--- src/rtl/hv_sign_packer.sv ---
// Read-out end of the bipolar accumulation path: waits for the counter pipeline to drain,
// snapshots every lane's sign bit while clearing the counters, then streams the snapshot as words.
module hv_sign_packer #(
  parameter int DIM       = 1024,
  parameter int WORD      = 32,
  parameter int DRAIN_CYC = 3
) (
  input  logic            clk,
  input  logic            rst,
  input  logic            start,
  input  logic [DIM-1:0]  sign_bits,
  output logic            cnt_clear,
  output logic [WORD-1:0] m_data,
  output logic            m_valid,
  input  logic            m_ready,
  output logic            m_last,
  output logic            busy,
  output logic            done
);

  localparam int NWORDS = DIM / WORD;
  localparam int IW     = (NWORDS > 1) ? $clog2(NWORDS) : 1;

  localparam logic [1:0] ST_IDLE  = 2'd0;
  localparam logic [1:0] ST_DRAIN = 2'd1;
  localparam logic [1:0] ST_LOAD  = 2'd2;
  localparam logic [1:0] ST_SEND  = 2'd3;

  localparam logic [IW-1:0] LAST_IDX   = IW'(NWORDS - 1);
  localparam logic [3:0]    DRAIN_INIT = 4'(DRAIN_CYC);

  logic [1:0]      state_q, state_d;
  logic [3:0]      drain_q, drain_d;
  logic [IW-1:0]   idx_q, idx_d;
  logic [DIM-1:0]  snap_q, snap_d;
  logic            cnt_clear_q, cnt_clear_d;
  logic [WORD-1:0] m_data_q, m_data_d;
  logic            m_valid_q, m_valid_d;
  logic            m_last_q, m_last_d;
  logic            busy_q, busy_d;
  logic            done_q, done_d;
  logic [WORD-1:0] word_s;

  // Control path: state, drain countdown, word index and snapshot capture.
  always_comb begin
    state_d = state_q;
    drain_d = drain_q;
    idx_d   = idx_q;
    snap_d  = snap_q;
    done_d  = 1'b0;
    case (state_q)
      ST_IDLE: begin
        if (start) begin
          if (DRAIN_INIT == 4'd0) begin
            state_d = ST_LOAD;
          end else begin
            state_d = ST_DRAIN;
            drain_d = DRAIN_INIT;
          end
        end else begin
          state_d = ST_IDLE;
        end
      end
      ST_DRAIN: begin
        drain_d = drain_q - 4'd1;
        if (drain_q <= 4'd1) begin
          state_d = ST_LOAD;
        end else begin
          state_d = ST_DRAIN;
        end
      end
      ST_LOAD: begin
        snap_d  = sign_bits;
        idx_d   = '0;
        state_d = ST_SEND;
      end
      ST_SEND: begin
        if (m_valid_q && m_ready) begin
          if (idx_q == LAST_IDX) begin
            state_d = ST_IDLE;
            done_d  = 1'b1;
          end else begin
            idx_d = idx_q + IW'(1);
          end
        end else begin
          state_d = ST_SEND;
        end
      end
      default: begin
        state_d = ST_IDLE;
      end
    endcase
  end

  // Word selected by the next index; reads snap_d so the first word is ready straight out of LOAD.
  always_comb begin
    word_s = '0;
    for (int w = 0; w < NWORDS; w++) begin
      if (idx_d == IW'(w)) begin
        word_s = snap_d[w*WORD +: WORD];
      end else begin
        word_s = word_s;
      end
    end
  end

  // Outputs are registered from the next state so they line up with the state they describe.
  always_comb begin
    cnt_clear_d = (state_d == ST_LOAD);
    m_valid_d   = (state_d == ST_SEND);
    m_last_d    = (state_d == ST_SEND) && (idx_d == LAST_IDX);
    busy_d      = (state_d != ST_IDLE);
    if (state_d == ST_SEND) begin
      m_data_d = word_s;
    end else begin
      m_data_d = '0;
    end
  end

  // State and output registers with synchronous reset.
  always_ff @(posedge clk) begin
    if (rst) begin
      state_q     <= ST_IDLE;
      drain_q     <= 4'd0;
      idx_q       <= '0;
      snap_q      <= '0;
      cnt_clear_q <= 1'b0;
      m_data_q    <= '0;
      m_valid_q   <= 1'b0;
      m_last_q    <= 1'b0;
      busy_q      <= 1'b0;
      done_q      <= 1'b0;
    end else begin
      state_q     <= state_d;
      drain_q     <= drain_d;
      idx_q       <= idx_d;
      snap_q      <= snap_d;
      cnt_clear_q <= cnt_clear_d;
      m_data_q    <= m_data_d;
      m_valid_q   <= m_valid_d;
      m_last_q    <= m_last_d;
      busy_q      <= busy_d;
      done_q      <= done_d;
    end
  end

  assign cnt_clear = cnt_clear_q;
  assign m_data    = m_data_q;
  assign m_valid   = m_valid_q;
  assign m_last    = m_last_q;
  assign busy      = busy_q;
  assign done      = done_q;

endmodule

--- config.mk ---
export PLATFORM = sky130hd
export DESIGN_NAME = hv_sign_packer
export DESIGN_NICKNAME = d
export VERILOG_FILES = /design/src/rtl/hv_sign_packer.sv
export SDC_FILE = /design/constraint.sdc
export NUM_CORES = 2
export LEC_CHECK = 0
export CAP_MARGIN = 30
export CORE_AREA = 2 2 419 421
export CTS_CLUSTER_SIZE = 28
export DETAILED_ROUTE_END_ITERATION = 12
export DIE_AREA = 0 0 421 423
export PLACE_DENSITY = 0.54
export SYNTH_ARGS = -nofsm -noshare
export SYNTH_HDL_FRONTEND = slang
export SYNTH_SLANG_ARGS = --single-unit
--- constraint.sdc ---
create_clock -name clk -period 3.3 [get_ports clk]
set_clock_uncertainty 0.15 [all_clocks]
set_input_delay 0.825 -clock clk [delete_from_list [all_inputs] [get_ports clk]]
set_output_delay 0.825 -clock clk [all_outputs]
set_load 0.02 [all_outputs]
# --- After elaboration in Yosys (flattened, before gate mapping) ---
# Cells that the tools add are included.
totals:
  ff_bits: 1072
  out_inout_bits: 37
  elab_cells: 107
op_classes:
  n_addsub: 2
  order_cmp: 1
  eq_ne: 38
  n_mux: 44
  n_bitwise: 3
  reduce_logical: 9
ops:
  columns: ["op", "n"]
  rows:
  - ["1024-bit two-way mux", 1]
  - ["32-bit two-way mux", 32]
  - ["5-bit == test (second input constant)", 17]
  - ["5-bit by 4-bit == test with 1-bit output (second input constant)", 8]
  - ["5-bit by 3-bit == test with 1-bit output (second input constant)", 4]
  - ["5-bit by 2-bit == test with 1-bit output (second input constant)", 2]
  - ["5-bit two-way mux", 2]
  - ["5-bit case mux with 2 select lines", 1]
  - ["2-bit == test (second input constant)", 4]
  - ["2-bit case mux with 4 select lines", 1]
  - ["4-bit case mux with 2 select lines", 1]
  - ["2-bit two-way mux", 3]
  - ["5-bit by 1-bit adder with 5-bit output (second input constant)", 1]
  - ["5-bit by 1-bit == test with 1-bit output (second input constant)", 1]
  - ["5-bit zero test", 1]
  - ["4-bit by 1-bit <= comparator with 1-bit output (second input constant)", 1]
  - ["4-bit two-way mux", 1]
  - ["2-bit nonzero test", 2]
  - ["4-bit by 1-bit subtractor with 4-bit output (second input constant)", 1]
  - ["1-bit NOT", 3]
  - ["3-bit OR reduction", 1]
  - ["2-bit by 1-bit == test with 1-bit output (second input constant)", 1]
  - ["1-bit logical AND", 2]
  - ["2-bit zero test", 1]
  - ["4 further kinds", 5]

# --- Logic depth before layout (Yosys ltp) ---
depth:
  ltp_word: 37
  mapped_depth: 15
  depth_no_buf: 10

# --- Worst setup path before layout ---
# No wires, ideal clock.
synth_path:
  kind: "input -> register"
  start: "input port m_ready"
  end: "register m_data_q[18] (netlist: m_data[18])"
  arrival_time_ns: 2.817
  t_required_ns: 3.055
  path_slack_ns: 0.238
  cell_stages: 12
  n_path_buf: 3
  cell_sequence: "and3_1 -> buf_4 -> a211oi_2 -> nor2_1 -> buf_2 -> buf_2 -> a211o_1 -> o211ai_1 -> o2111ai_1 -> a21oi_1 -> o2111ai_1 -> a221oi_1"
synth_between:
  elab_chain_cells: 36
synth_rtl:
  columns: ["item", "line", "rtl"]
  rows:
  - ["start, declared", "15", "input logic m_ready,"]
  - ["1-bit logical AND *", "78", "if (m_valid_q && m_ready) begin"]
  - ["5-bit two-way mux", "78", null]
  - ["5-bit case mux with 2 select lines", "51", "case (state_q)"]
  - ["5-bit zero test", "99", "if (idx_d == IW'(w)) begin"]
  - ["32-bit two-way mux (32 in a row)", "99", null]
  - ["end signal, assigned", "139", "m_data_q <= m_data_d;"]
  - ["end, declared", "37", "logic [WORD-1:0] m_data_q, m_data_d;"]
# Every way passes the cells marked *; elsewhere a longest branch is shown, timed or not.
# A chain may end at the register's enable or synchronous reset.

# --- Worst setup path in the final report ---
layout_path:
  start: "input port m_ready"
  end: "register m_data_q[20] (netlist: m_data[20])"
# Same word-level chain as after synthesis.

==> results.md <==
* Total power at 41.89 mW
* Metal3 WL at 18920 µm
* Clk slew on worst S/H paths at 0.06 ns
* M1 WL at 101200 µm
* Period utilization at 1.140
* Mux share of post-synthesis cell area at 0.1582
* Minimum clock period at 3.761 ns
* Syn Area/Cell at 8.598 µm²
* Measured slew at the worst slew-check pin at 0.8552 ns
* Leak at 33.19 nW
* Gr ovfl total at 0
* Synth Cell Area at 48770 µm²
* Syn_nets at 6703
* Routed len/inst at 28.66 µm
* DRC Markers at 0
* DR pass1 iterations at 5
* Synth-to-Final Area Change at 58.45%
* Unrepaired setup endpoints after global routing: true
* First-pass GRT wire length at 380900 µm
* Worst Setup Start Kind: input port
* Status: finished, violations left
* Placer Congestion at 1.015
* Endpoints failing hold at 0
* Total track usage at 0.2999
* Crit path cell chain: clkdlybuf4s15_1, buf_4, nand4_1, buf_6, o21ai_4, buf_6, nor3_4, buf_6, buf_12, buf_16, a22oi_2, o2111ai_2, a21oi_1, buf_4, o2111ai_4, a221oi_2
* Asr flop ratio synth at 0
* Antenna Nets Post-Route at 0
* Synth Flop Type: dfxtp_1
* Worst setup EP type: flip-flop
* CTS tree: yes
* Row cnt at 153
* Register area share after synthesis at 0.4401
* Largest family of logic cells by synthesized area: compound AO/OA/AOI/OAI gates
* Critical path buffer and inverter count at 8
* Max-slew violations at 0
* CP max stage cell: a22oi_2
* Share of layout cells above drive strength 1 at 0.2167
* Initial antenna violation count at 138
* Hold WC Path Type: reg -> reg
* Core Region at 173200 µm²
* Finish-stage setup viols at 32
* PwrDens at 542.2 nW/µm²
* Detailed-placement wirelength estimate at 220000 µm
* Max stage delay on crit path at 0.51 ns
* FF+latch count, synth at 1072
* Starting Density at 0.2815
* Max Buffers Root-to-Sink at 3
* Vias at 51860
* Failing checks: setup timing
* Post-synthesis simple-gate area fraction at 0.1643
* Post-Synth Adder-Cell Area at 0.0007697
* Peak supply drop at 0.5419 mV
* Max FO, Critical Path at 11
* H-Tree Depth at 4
* Final hold slack at 0.3043 ns
* Port Buffers at 1064
* Highest routed layer: met5
* Syn Inst Count at 5672
* Worst rel slew slack at 0.4299
* Largest net degree at the start of global routing at 152
* DRT iter0 DRCs at 4285
* Metal2 WL at 140600 µm
* Setup WS pre-CTS at -2.490 ns
* Placed cell count at 9406
* Clk root buf: clkbuf_16
* Die width at 421 µm
* Setup ws final at -0.4606 ns
* Vias per inst at 5.280
* Synth Area in Compound Gates at 0.1882
* Fin nets at 8338
* Max-cap viol count at 0
* Ports at 1065
* Clock latency on the worst-skew pair at 0.83 ns
* Worst endpoint required time at 3.86 ns
* Area of the die at 178100 µm²
* Cell family with most CP delay: compound AO/OA/AOI/OAI gates
* EDFF count, synth at 0
* Final cell count without fillers at 9822
* Final Util at 0.4460
* Clock buffer count from CTS at 132
* Unique masters post-synth at 89
* DRT Wirelength at 281500 µm
* Fmax at 265.9 MHz
* Ys Warns at 0
* Die H at 423 µm
* Synth Area in XOR/XNOR at 0.0003592
* Worst EP arrival at 4.32 ns
* Sink Count at 1072
* Worst path most repeated cell: buf_6
* Critical path class: in -> reg
* Hold Buf Count CTS at 0
* Vias in the first global route at 50540
power by group:
group,internal (mW),leakage [nW],total [mW],switching [mW]
Sequential,14.4,8.69,15.0,0.558
Combinational,5.44,22.3,12.0,6.52
Clock,8.74,2.15,15.0,6.25
metrics by stage:
stage / instance area, µm² / setup TNS [ns]
final: 77270 / -7.213
after global routing: 77230 / -10.18
after CTS: 75850 / -6.148
after detailed placement: 68360 / -60.60
after global placement: 68350 / -62.49
after floorplan: 48770 / 0
worst reg2reg max path, delay by kind of cell, from the launching register on:
kind / cells / cell delay [ns]
AOI/OAI and AO/OA: 6 / 1.69
adders and majority gates: 1 / 0.16
buffers and inverters: 7 / 1.07
DFF: 1 / 0.37
and+or+nand+nor: 2 / 0.20
cells in the mapped netlist (4+ instances only):
cell type | number | share of area
nor3_1 | 19 | 0.0019
o221a_2 | 23 | 0.0053
inv_1 | 6 | 0.00046
clkbuf_1 | 272 | 0.021
o211ai_1 | 32 | 0.0049
buf_4 | 20 | 0.0031
and3_1 | 6 | 0.00077
nand4_1 | 55 | 0.0071
mux2i_1 | 736 | 0.15
nand3b_1 | 29 | 0.0045
a311oi_1 | 29 | 0.0052
nor4_1 | 32 | 0.0041
a211oi_1 | 5 | 0.00077
nor2_1 | 854 | 0.066
a211o_1 | 33 | 0.0059
buf_1 | 15 | 0.0012
o221ai_1 | 6 | 0.0011
buf_2 | 202 | 0.021
buf_6 | 7 | 0.0016
o21ai_0 | 98 | 0.010
a31oi_1 | 34 | 0.0044
a221o_1 | 8 | 0.0016
o211ai_2 | 4 | 0.0010
a221oi_1 | 32 | 0.0057
a21boi_0 | 53 | 0.0082
a21o_1 | 5 | 0.00077
o21a_1 | 6 | 0.00092
a22oi_1 | 144 | 0.022
o32ai_1 | 60 | 0.011
o21ai_1 | 9 | 0.00092
o221a_1 | 5 | 0.0012
o22ai_1 | 74 | 0.0095
a21oi_1 | 535 | 0.055
o21bai_1 | 28 | 0.0043
nand3_1 | 130 | 0.013
nand2_1 | 743 | 0.057
dfxtp_1 | 1072 | 0.44
and2_1 | 33 | 0.0042
o2111ai_1 | 56 | 0.010
o22a_1 | 26 | 0.0047
mux2_2 | 31 | 0.0072
a2bb2oi_1 | 29 | 0.0052
state kept, by name (all words and copies together), names as in the netlist, 2 cells and up:
name,cells
drain_q,4
idx_q,5
m_data,32
snap_q,1024
state_q,2
layout by cell type (no fill, tap or decap), drive strengths merged, types with 56 or more instances in the layout:
cell and n:
o2111ai 56, o21ai 108, dfxtp 1072, mux2i 736, buf 942, clkbuf 202, a21oi 538, o32ai 60
nor2 856, a22oi 144, diode 92, clkdlybuf4s50 1062, nand2 745, nand3 131, a21boi 56, o22ai 74
nand4 57
kinds of logic (layout without fill, tap and decap cells):
family / Yosys count / after routing
muxes: 767 / 767
other: 0 / 92
adders and majority gates: 3 / 3
buffers and inverters: 524 / 2254
DFF: 1072 / 1072
xor gates and xnor gates: 2 / 2
and+or+nand+nor: 1930 / 1932
AOI/OAI and AO/OA: 1374 / 1375
layer usage:
metal	track usage	vias up
met2	0.5235	2340
met4	0.2128	56
met3	0.05887	687
met5	0	-
met1	0.3248	25200
li1	-	23570
worst paths after layout:
path               from    endpoint  slack, ns  cells after the start
max             m_ready  m_data[20]      -0.46                     16
min          snap_q[44]  snap_q[44]       0.30                      2
max reg2reg    idx_q[0]  m_data[20]      -0.46                     16
min reg2reg  snap_q[44]  snap_q[44]       0.30                      2
layout make-up:
cell class | count | area (µm²)
Fill cell | 17120 | 95980
Antenna cell | 92 | 230.2
Clock inverter | 36 | 529.3
Inverter | 8 | 33.78
Timing Repair Buffer | 2014 | 20410
Multi-Input combinational cell | 4079 | 27810
Sequential cell | 1072 | 21470
Tap cell | 2325 | 2909
Clock buffer | 196 | 3877
what timing repair did:
action	in CTS	in global routing
gates cloned	12	7
endpoints found under the hold margin	0	0
buffers inserted	62	34
gates resized for setup	446	186
endpoints found under the setup margin	32	32
pin swaps	170	132
Power figures use the tool's default switching activity.
